File: src/rtl/tod_pkg.sv
// Shared time-of-day constants and field helpers for the clock/calendar stages.
package tod_pkg;
  localparam int TIME_W = 7;

  typedef logic [TIME_W-1:0] tval_t;

  localparam tval_t SEC_MAX  = 7'd59;
  localparam tval_t MIN_MAX  = 7'd59;
  localparam tval_t HOUR_MAX = 7'd23;

  // Button slots, in the order the release detectors are instantiated
  localparam int BTN_IH = 0;
  localparam int BTN_DH = 1;
  localparam int BTN_IM = 2;
  localparam int BTN_DM = 3;
  localparam int BTN_ZS = 4;
  localparam int NUM_BTN = 5;

  typedef struct packed {
    tval_t hour;
    tval_t minute;
    tval_t second;
  } tod_t;

  function automatic tval_t wrap_inc(tval_t v, tval_t max);
    return (v >= max) ? '0 : v + 1'b1;
  endfunction

  function automatic tval_t wrap_dec(tval_t v, tval_t max);
    return (v == '0) ? max : v - 1'b1;
  endfunction
endpackage

File: src/rtl/time_of_day_if.sv
// Control and display bundle between the time-of-day stage and its user/consumer side.
interface time_of_day_if;
  import tod_pkg::*;

  logic  run;
  logic  i_h, d_h, i_m, d_m, z_s;
  tval_t hour, minute, second;
  logic  sec_tick, day_tick;

  modport slave (
    input  run, i_h, d_h, i_m, d_m, z_s,
    output hour, minute, second, sec_tick, day_tick
  );

  modport master (
    output run, i_h, d_h, i_m, d_m, z_s,
    input  hour, minute, second, sec_tick, day_tick
  );
endinterface

File: src/rtl/btn_release.sv
// Press-and-release detector: one pulse on the first low cycle after a press.
module btn_release (
  input  logic clk,
  input  logic rst,
  input  logic lvl,
  output logic pulse
);
  logic flag_q, flag_d;

  always_comb begin
    flag_d = lvl;
    pulse  = flag_q & ~lvl;
  end

  always_ff @(posedge clk or negedge rst) begin
    if (!rst) flag_q <= 1'b0;
    else      flag_q <= flag_d;
  end
endmodule

File: src/rtl/time_of_day.sv
// Prescaled hh:mm:ss clock with release-triggered adjust buttons and a midnight tick.
module time_of_day
  import tod_pkg::*;
#(
  parameter int CLK_HZ = 1000,
  parameter int PRE_W  = 10
) (
  input  logic          clk,
  input  logic          rst,
  time_of_day_if.slave  bus
);
  if (CLK_HZ < 2 || (2.0 ** PRE_W) < CLK_HZ) begin : g_bad_param
    $error("time_of_day: CLK_HZ must be >= 2 and fit in PRE_W bits");
  end

  logic [NUM_BTN-1:0] btn_lvl, rel;
  assign btn_lvl = {bus.z_s, bus.d_m, bus.i_m, bus.d_h, bus.i_h};

  for (genvar b = 0; b < NUM_BTN; b++) begin : g_btn
    btn_release u_btn (.clk(clk), .rst(rst), .lvl(btn_lvl[b]), .pulse(rel[b]));
  end

  logic [PRE_W-1:0] pre_q, pre_d;
  tod_t             tod_q, tod_d;
  logic             sec_tick_q, sec_tick_d;
  logic             day_tick_q, day_tick_d;
  logic             sec_event;

  assign sec_event = bus.run && (pre_q == PRE_W'(CLK_HZ - 1));

  always_comb begin
    pre_d      = pre_q;
    tod_d      = tod_q;
    sec_tick_d = sec_event;
    day_tick_d = 1'b0;

    if (bus.run) pre_d = sec_event ? '0 : pre_q + 1'b1;

    // Natural advance first; a zero-seconds release swallows this second's carry
    if (sec_event && !rel[BTN_ZS]) begin
      tod_d.second = wrap_inc(tod_q.second, SEC_MAX);
      if (tod_q.second == SEC_MAX) begin
        tod_d.minute = wrap_inc(tod_q.minute, MIN_MAX);
        if (tod_q.minute == MIN_MAX) begin
          tod_d.hour = wrap_inc(tod_q.hour, HOUR_MAX);
          if (tod_q.hour == HOUR_MAX) day_tick_d = 1'b1;
        end
      end
    end

    // Adjustments land on the already-advanced fields; opposing releases cancel
    if (rel[BTN_IH] && !rel[BTN_DH])      tod_d.hour = wrap_inc(tod_d.hour, HOUR_MAX);
    else if (rel[BTN_DH] && !rel[BTN_IH]) tod_d.hour = wrap_dec(tod_d.hour, HOUR_MAX);

    if (rel[BTN_IM] && !rel[BTN_DM])      tod_d.minute = wrap_inc(tod_d.minute, MIN_MAX);
    else if (rel[BTN_DM] && !rel[BTN_IM]) tod_d.minute = wrap_dec(tod_d.minute, MIN_MAX);

    if (rel[BTN_ZS]) begin
      tod_d.second = '0;
      pre_d        = '0;
    end
  end

  always_ff @(posedge clk or negedge rst) begin
    if (!rst) begin
      pre_q      <= '0;
      tod_q      <= '0;
      sec_tick_q <= 1'b0;
      day_tick_q <= 1'b0;
    end else begin
      pre_q      <= pre_d;
      tod_q      <= tod_d;
      sec_tick_q <= sec_tick_d;
      day_tick_q <= day_tick_d;
    end
  end

  assign bus.hour     = tod_q.hour;
  assign bus.minute   = tod_q.minute;
  assign bus.second   = tod_q.second;
  assign bus.sec_tick = sec_tick_q;
  assign bus.day_tick = day_tick_q;
endmodule

File: src/flat_wrapper.sv
// flat-port wrapper written by rule: the top's interface ports become plain ports
module time_of_day_flat import tod_pkg::*;
#(
  parameter int CLK_HZ = 1000,
  parameter int PRE_W  = 10
)
  (clk, rst, bus_run, bus_i_h, bus_d_h, bus_i_m, bus_d_m, bus_z_s, bus_hour, bus_minute, bus_second, bus_sec_tick, bus_day_tick);
  time_of_day_if bus_i ();
  input  logic clk;
  input  logic rst;
  input wire logic [$bits(bus_i.run)-1:0] bus_run;
  input wire logic [$bits(bus_i.i_h)-1:0] bus_i_h;
  input wire logic [$bits(bus_i.d_h)-1:0] bus_d_h;
  input wire logic [$bits(bus_i.i_m)-1:0] bus_i_m;
  input wire logic [$bits(bus_i.d_m)-1:0] bus_d_m;
  input wire logic [$bits(bus_i.z_s)-1:0] bus_z_s;
  output wire logic [$bits(bus_i.hour)-1:0] bus_hour;
  output wire logic [$bits(bus_i.minute)-1:0] bus_minute;
  output wire logic [$bits(bus_i.second)-1:0] bus_second;
  output wire logic [$bits(bus_i.sec_tick)-1:0] bus_sec_tick;
  output wire logic [$bits(bus_i.day_tick)-1:0] bus_day_tick;
  assign bus_i.run = bus_run;
  assign bus_i.i_h = bus_i_h;
  assign bus_i.d_h = bus_d_h;
  assign bus_i.i_m = bus_i_m;
  assign bus_i.d_m = bus_d_m;
  assign bus_i.z_s = bus_z_s;
  assign bus_hour = bus_i.hour;
  assign bus_minute = bus_i.minute;
  assign bus_second = bus_i.second;
  assign bus_sec_tick = bus_i.sec_tick;
  assign bus_day_tick = bus_i.day_tick;
  time_of_day #(.CLK_HZ(CLK_HZ), .PRE_W(PRE_W)) u_core (.clk(clk), .rst(rst), .bus(bus_i));
endmodule
File: config.mk
export PLATFORM = sky130hd
export DESIGN_NAME = time_of_day_flat
export DESIGN_NICKNAME = d
export VERILOG_FILES = /design/src/rtl/tod_pkg.sv /design/src/rtl/time_of_day_if.sv /design/src/rtl/btn_release.sv /design/src/rtl/time_of_day.sv /design/src/flat_wrapper.sv
export SDC_FILE = /design/constraint.sdc
export NUM_CORES = 1
export LEC_CHECK = 0
export CAP_MARGIN = 15
export CORE_ASPECT_RATIO = 1.5
export CORE_MARGIN = 4
export CORE_UTILIZATION = 45
export CTS_BUF_LIST = sky130_fd_sc_hd__clkbuf_8 sky130_fd_sc_hd__clkbuf_16
export DETAILED_ROUTE_END_ITERATION = 12
export PLACE_DENSITY = 0.76
export SLEW_MARGIN = 20
export SYNTH_ARGS = -nofsm -noshare
export SYNTH_HDL_FRONTEND = slang
export SYNTH_SLANG_ARGS = --single-unit
File: constraint.sdc
create_clock -name clk -period 2.8 [get_ports clk]
set_input_delay 0.28 -clock clk [delete_from_list [all_inputs] [get_ports clk]]
set_output_delay 0.28 -clock clk [all_outputs]
set_load 0.01 [all_outputs]
==> summary.txt, run 1 <==
Yosys
  – Synth cell types: 66
  – EDFF count, synth: 0
  – Post-Synthesis Cells: ~350
  – #FFs+latches synth: 38
  – Post-synth net total: between 300 and 400
  – Sequential share of the synthesized area: about a third
  – Cell Area, Synth: about 2900 um2
  – Post-synth top flop: dfrtp_1
  – Fraction of registers with async set/reset: 100%
  – Synth warn: 0
  – Average size of a mapped cell: ~8.4 um2

Route
  – Per-cell routed wire length: between 15 and 20 um
  – Vias per cell: 6.12
  – Via Count: approximately 3200
  – Final WL: 8970 um
  – DR iter-0 viols: roughly 140
  – DRT Pass-1 Iters: 5
  – Antenna viol nets, final: 0
  – DRC: 0

Die
  – Die height: between 100 and 150 um
  – Initial Utilization: between 40% and 50%
  – Core area: 6220 um2
  – DIE AREA: 7870 um2
  – # IOs: 31
  – Die width: between 70 and 80 um
  – Row count: 35

Flow run
  – Max-cap check violation count: 0

Power
  – Worst VDD drop: approximately 0.48 mV
  – Leakage: 1.68 nW
  – PwrDens: 771 nW/um2

Layout
  – Fin cells: 522
  – Fin nets: between 400 and 500
  – Fillers: around 530
  – Reg area: 951 um2
  – Design area: ~4000 um2
  – ANT cells: 0
  – Area of the multi-input gates: between 2000 and 2500 um2
  – Area grow syn2layout: 38.5%
  – Share of post-route cells with drive strength above 1: between 20% and 30%

Placement
  – DPL Wire Length: 6840 um
  – Port Buffers: 30
  – Dpl cell area: roughly 3800 um2
  – Placed cells: 512
  – Final Wtd Congestion: between 0.9 and 1

Worst setup path
  – Critical path fanouts, max: 6
  – Slowest CP cell: dfrtp_1
  – Worst setup SP type: register
  – Critical Path End Type: register
  – CP peak stage delay: a little over 400 ps
  – Critical Path RT: 2980 ps
  – Cells along the critical path: ha_1 -> a211o_1 -> a21oi_1 -> nor2b_1 -> mux2i_4 -> inv_1 -> ha_1 -> inv_1 -> nand4_1 -> o2bb2ai_4 -> buf_4 -> a21oi_1 -> mux2i_1
  – Worst Path Arrival: ~3000 ps
  – Critical path class: register to register

Clocking
  – Clock Sinks: 38
  – Clk buf depth: 2
  – CTS hold repair buffers: 0
  – TritonCTS clock tree: yes
  – Clk slew on worst S/H paths: approximately 80 ps
  – Clk root buf: clkbuf_8
  – H-tree depth: 2
  – CTS Buf Count: 5
  – Worst-Skew Late Latency: between 200 and 300 ps

STA
  – Worst Skew: roughly 8.5 ps
  – Max Slew Vio Count: 0
  – Setup Viol. Count Final: 0
  – RSZ-0062 raised after global routing: yes
  – Final period util: between 90 and 100%
  – Relative slew slack: between 30% and 40%
  – Sum Neg Setup Slack: 0 ps
  – Final Hold Viols: 0
  – Fin crit period: roughly 2800 ps
  – Fmax: approximately 0.36 GHz
  – Worst Tran Pin Value: approximately 900 ps
  – Hold WS: approximately 120 ps

Global route
  – Gr usage total: a little under a quarter
  – Pin count of the biggest net entering global routing: 39
  – Initial antenna violation count: 0
  – Global-route wire length before repair: roughly 15000 um
  – Total grt overflow: 0
  – Number of global-route vias before repair: roughly 3300

Status
  – Outcome: completed

Worst hold path
  – Hold crit path type: primary input to asynchronous set/reset pin
-- power by group --
part           internal, mW  leakage [nW]  total (mW)  switching (mW)
registers             0.639         0.491       0.769           0.131
logic                 0.950          1.14        1.94           0.995
clock network         0.198        0.0472       0.404           0.206
-- path summary, 6_finish.rpt --
| kind | startpoint | to | slack [ps] | depth (start not counted) |
|---|---|---|---|---|
| worst max-delay path | u_core.bus.minute[0] | u_core.bus.minute[0] | 9 | 13 |
| worst max register to register | u_core.bus.minute[0] | u_core.bus.minute[0] | 9 | 13 |
| worst min register to register | u_core.pre_q[9] | u_core.pre_q[9] | 570 | 2 |
| min in group clk | bus_d_h | u_core.g_btn[1].u_btn.flag_q | 440 | 1 |
| worst min-delay path | rst | u_core.pre_q[6] | 120 | 1 |
| max in group asynchronous | rst | u_core.bus.day_tick | 2120 | 1 |
-- repair_timing --
action / in CTS / in global routing
endpoints found under the setup margin: 7 / 14
pin swaps: 0 / 8
setup buffers: 0 / 2
gates resized for setup: 3 / 24
-- through the flow --
step                setup slack, ps  power (mW)  util (%)
floorplan                     -89.1        1.75         -
global placement               -265        2.56      61.4
detailed placement             -293        2.58      61.4
CTS                            4.83        3.02      63.2
global route                   -198        3.34      65.1
finish                         9.01        3.12      65.1
-- critical path: cells and delay by family, from the launching register on --
| family | cells | cell delay, ps |
|---|---|---|
| AOI/OAI and AO/OA | 4 | 860 |
| adders and majority gates | 2 | 470 |
| buffers and inverters | 3 | 320 |
| DFF | 1 | 410 |
| muxes | 2 | 210 |
| and+or+nand+nor | 2 | 400 |
-- metal layers --
metal / GRT usage, % / routed length (um)
met2: 42.7 / 4940
met1: 24.2 / 3300
met4: 14.8 / 448
met5: 0 / 0
met3: 3.10 / 278
-- layout make-up --
cell class	instances	share of cell area, %
Clock buffer	6	2.04
Clock inverter	2	0.309
Multi-Input combinational cell	288	49.4
Tap cell	74	2.29
Sequential cell	38	23.5
Timing Repair Buffer	107	21.8
Inverter	7	0.649
-- cell usage after synthesis, drive strengths merged, types with 2 or more instances --
cell type   n  area, um2
a211o       3       26.3
a211oi      5       37.5
a21oi      21        105
a221oi      2       17.5
a22oi       2       15.0
a31o        3       26.3
a31oi       4       25.0
and2        3       18.8
and3        7       43.8
buf         5       32.5
clkbuf      9       33.8
dfrtp      38        951
ha         10        125
inv         7       26.3
mux2i       4       40.0
nand2      30        113
nand2b     14       87.6
nand3      17       85.1
nand3b      2       15.0
nand4      14       87.6
nand4b      2       23.8
nor2       25       98.8
nor2b       9       56.3
nor3        8       40.0
nor3b       2       15.0
nor4        7       65.1
o2111ai     3       26.3
o211ai      2       15.0
o21a        4       30.0
o21ai      27        150
o21bai      2       15.0
o22a        2       17.5
o22ai       2       12.5
o2bb2ai     5       43.8
o311ai      4       35.0
o31ai       9       77.6
o41ai       2       17.5
or2         2       12.5
or3         7       43.8
or4         3       30.0
xnor2       2       17.5
xor2        8       70.1
-- cells by family after synthesis --
logic type	synth area share (%)
fa+ha+maj	4.28
simple gates	28.9
compound gates	26.7
buf+inv	3.17
mux	1.37
xor+xnor	3.00
flops	32.5
-- state kept, by name, summed over array words and instances (netlist names) --
register	count
u_core.bus.day_tick	1
u_core.bus.hour	7
u_core.bus.minute	7
u_core.bus.sec_tick	1
u_core.bus.second	7
u_core.g_btn.u_btn.flag_q	5
u_core.pre_q	10
-- cells in the final DEF, fill, tap and decap left out, types with 4 or more instances in the layout --
cell type        instances
nor2b_1                  9
nor3_1                   6
nor2_1                  23
nand2_1                 29
buf_4                   75
o21ai_0                 21
o2bb2ai_1                4
clkbuf_8                 6
o21a_1                   4
clkdlybuf4s50_1         29
inv_1                    6
or3_1                    7
and3_1                   6
a21oi_1                 20
ha_1                     7
nand4_1                 14
nand2b_1                14
xor2_1                   8
nand3_1                 17
a31oi_1                  4
dfrtp_1                 38
o21ai_1                  4
o31ai_1                  6
a211oi_1                 5
No activity file was read; power rests on OpenSTA's default activity.
==> run 2, diff against run 1 <==
--- a/config.mk
+++ b/config.mk
@@ -6,12 +6,14 @@
 export NUM_CORES = 1
 export LEC_CHECK = 0
 export CAP_MARGIN = 15
+export CELL_PAD_IN_SITES_DETAIL_PLACEMENT = 1
+export CELL_PAD_IN_SITES_GLOBAL_PLACEMENT = 2
 export CORE_ASPECT_RATIO = 1.5
 export CORE_MARGIN = 4
-export CORE_UTILIZATION = 45
+export CORE_UTILIZATION = 31
 export CTS_BUF_LIST = sky130_fd_sc_hd__clkbuf_8 sky130_fd_sc_hd__clkbuf_16
 export DETAILED_ROUTE_END_ITERATION = 12
-export PLACE_DENSITY = 0.76
+export PLACE_DENSITY = 0.84
 export SLEW_MARGIN = 20
 export SYNTH_ARGS = -nofsm -noshare
 export SYNTH_HDL_FRONTEND = slang
==> run 2 against run 1 <==
Maximum frequency up 1.1%. Die area is 41% higher. Combinational power rose by 12%. Global-route usage fell by 3.5 points. Sequential share of layout area fell by 2.1 points. Sequential power decreased by 2%. Critical endpoint is now u_core.bus.minute[3].
==> summary.txt, run 2 (synthesized netlist as in run 1, its figures left out) <==
Route
  – Met2 WL: 5990 um (+21%)
  – Antenna viol nets, final: 0 (unchanged)
  – Final WL: 10700 um (+19%)
  – DRC: 0 (unchanged)
  – DRT Pass-1 Iters: 4 (-1)
  – Top Metal Used: met4
  – DRT met1 WL: 4110 um (+24%)
  – Routed wl met3: 238 um (-14%)
  – Per-cell routed wire length: 18.4 um (+7.1%)
  – Vias per cell: 5.69 (-7.2%)
  – DR iter-0 viols: 83 (-40%)
  – Via Count: 3298 (+3.2%)

Power
  – Leakage: 1.87 nW (+11%)
  – Worst VDD drop: 0.473 mV (-1.4%)
  – PwrDens: 802 nW/um2 (+4.1%)

Flow run
  – Max-cap check violation count: 0 (unchanged)

Layout
  – Fillers: 1093 (+110%)
  – Biggest register: u_core.pre_q
  – Share of post-route cells with drive strength above 1: 34.8% (+8.0 points)
  – ANT cells: 0 (unchanged)
  – Most frequent cells in the layout: buf_4, dfrtp_1, clkdlybuf4s50_1
  – Largest register FFs: 10 (unchanged)
  – Area grow syn2layout: 52.2%
  – Fin nets: 485 (+4.3%)
  – Design area: 4450 um2 (+9.9%)
  – Most common cell after layout, fill and taps aside: buf_4
  – Fin cells: 580 (+11%)

Worst setup path
  – Critical Path End Type: register
  – Critical path class: primary input to register
  – Worst Path Arrival: 2950 ps (-20 ps)
  – Critical Path RT: 2990 ps (about the same)
  – R2r setup slk: 60 ps (+50 ps)
  – Critical path fanouts, max: 7 (+1)
  – Reg2Reg Depth: 9 (-4)
  – Worst setup SP type: primary input

STA
  – Fin crit period: 2760 ps (-30.1 ps)
  – Hold WS: 125 ps (+8.63 ps)
  – Worst Tran Pin Value: 919 ps (+16.4 ps)
  – Final setup margin: 39.1 ps (+30.1 ps)
  – Sum Neg Setup Slack: 0 ps (unchanged)
  – Fmax: 0.362 GHz (+1.1%)
  – Final period util: 98.6% (-1.1 points)
  – RSZ-0062 raised after global routing: yes
  – Relative slew slack: 38.7% (-1.1 points)
  – Max Slew Vio Count: 0 (unchanged)
  – Worst Skew: 6.99 ps (-1.47 ps)
  – Setup Viol. Count Final: 0 (unchanged)
  – Final Hold Viols: 0 (unchanged)

Global route
  – Total grt overflow: 0 (unchanged)
  – Gr usage total: 20.0% (-3.5 points)
  – Initial antenna violation count: 0 (unchanged)
  – Global-route wire length before repair: 17700 um (+20%)
  – Pin count of the biggest net entering global routing: 39 (unchanged)
  – Number of global-route vias before repair: 3587 (+8.4%)

Placement
  – DPL Wire Length: 8170 um (+19%)
  – Dpl cell area: 3940 um2 (+3.2%)
  – Port Buffers: 30 (unchanged)
  – Pre-CTS WS: -385 ps (-92.0 ps)
  – Final Wtd Congestion: 0.846 (-9.7%)
  – Placed cells: 560 (+9.4%)

Clocking
  – Clk root buf: clkbuf_16
  – H-tree depth: 2 (unchanged)
  – Clock Sinks: 38 (unchanged)
  – CTS Buf Count: 5 (unchanged)
  – Worst-Skew Late Latency: 290 ps (about the same)
  – Clk slew on worst S/H paths: 60 ps (-20 ps)
  – TritonCTS clock tree: yes
  – Clk buf depth: 2 (unchanged)

Die
  – Die width: 87.3 um (+18%)
  – Die height: 127 um (+19%)
  – # IOs: 31 (unchanged)
  – Initial Utilization: 31.6% (-15 points)
  – Core area: 9250 um2 (+49%)
  – Row count: 43 (+23%)
  – DIE AREA: 11100 um2 (+41%)

Status
  – Outcome: completed

Worst hold path
  – Hold crit path type: primary input to asynchronous set/reset pin
[run 2: changes by cell type in the layout (fill, tap and decap cells not counted), sizes merged]
cell	delta
inv	+2
buf	+20
clkbuf	-1
clkinvlp	-1
clkinv	-1
bufinv	+1
[run 2: final cells by class]
type | count | area [um2] | area share (%)
multi-input cells | 288 | 2130 | 47.9
clock buffers | 5 | 125 | 2.81
inverters | 7 | 28.8 | 0.647
flip-flops and latches | 38 | 951 | 21.4
repair buffers | 127 | 1030 | 23.3
clock inverters | 3 | 37.5 | 0.844
well taps | 112 | 140 | 3.15
[run 2: per-stage QoR]
stage	power (mW)	utilization, %
2_1_floorplan	1.75	-
5_1_grt	3.81	48.1
3_5_place_dp	2.70	42.6
3_3_place_gp	2.63	42.6
6_report	3.57	48.1
4_1_cts	3.41	45.5
[run 2: what timing repair did]
item                                    in CTS  in global routing
setup buffers                                6                  7
pin swaps                                    6                 15
endpoints found under the setup margin      14                 14
resized for setup                           15                 47
hold buffers                                 0                  0
cloned                                       0                  0
[run 2: power breakdown]
group	switching [mW]	internal, mW
sequential	0.112	0.640
clock	0.228	0.414
combinational	1.13	1.04
total	1.47	2.10
[run 2: worst max-delay path: stages]
cell             delay (ps)
clkdlybuf4s50_1         530
nor2b_2                 100
buf_4                   140
or4_4                   540
or4_4                   530
o21ai_4                 220
buf_4                   170
or3_1                   100
o311ai_1                100
a311oi_2                230
[run 2: final timing paths]
kind | start | endpoint
max | bus_z_s | u_core.bus.minute[3]
min | rst | u_core.g_btn[2].u_btn.flag_q
max reg2reg | u_core.pre_q[1] | u_core.bus.minute[3]
min reg2reg | u_core.pre_q[9] | u_core.pre_q[9]
max in group asynchronous | rst | u_core.bus.second[3]
min in group clk | bus_d_h | u_core.g_btn[1].u_btn.flag_q
[run 2: per-layer routing]
metal | GRT usage [%] | vias to the layer above
li1 | - | 1560
met1 | 22.2 | 1666
met2 | 37.9 | 48
met3 | 2.40 | 24
met4 | 6.78 | 0
met5 | 0 | -
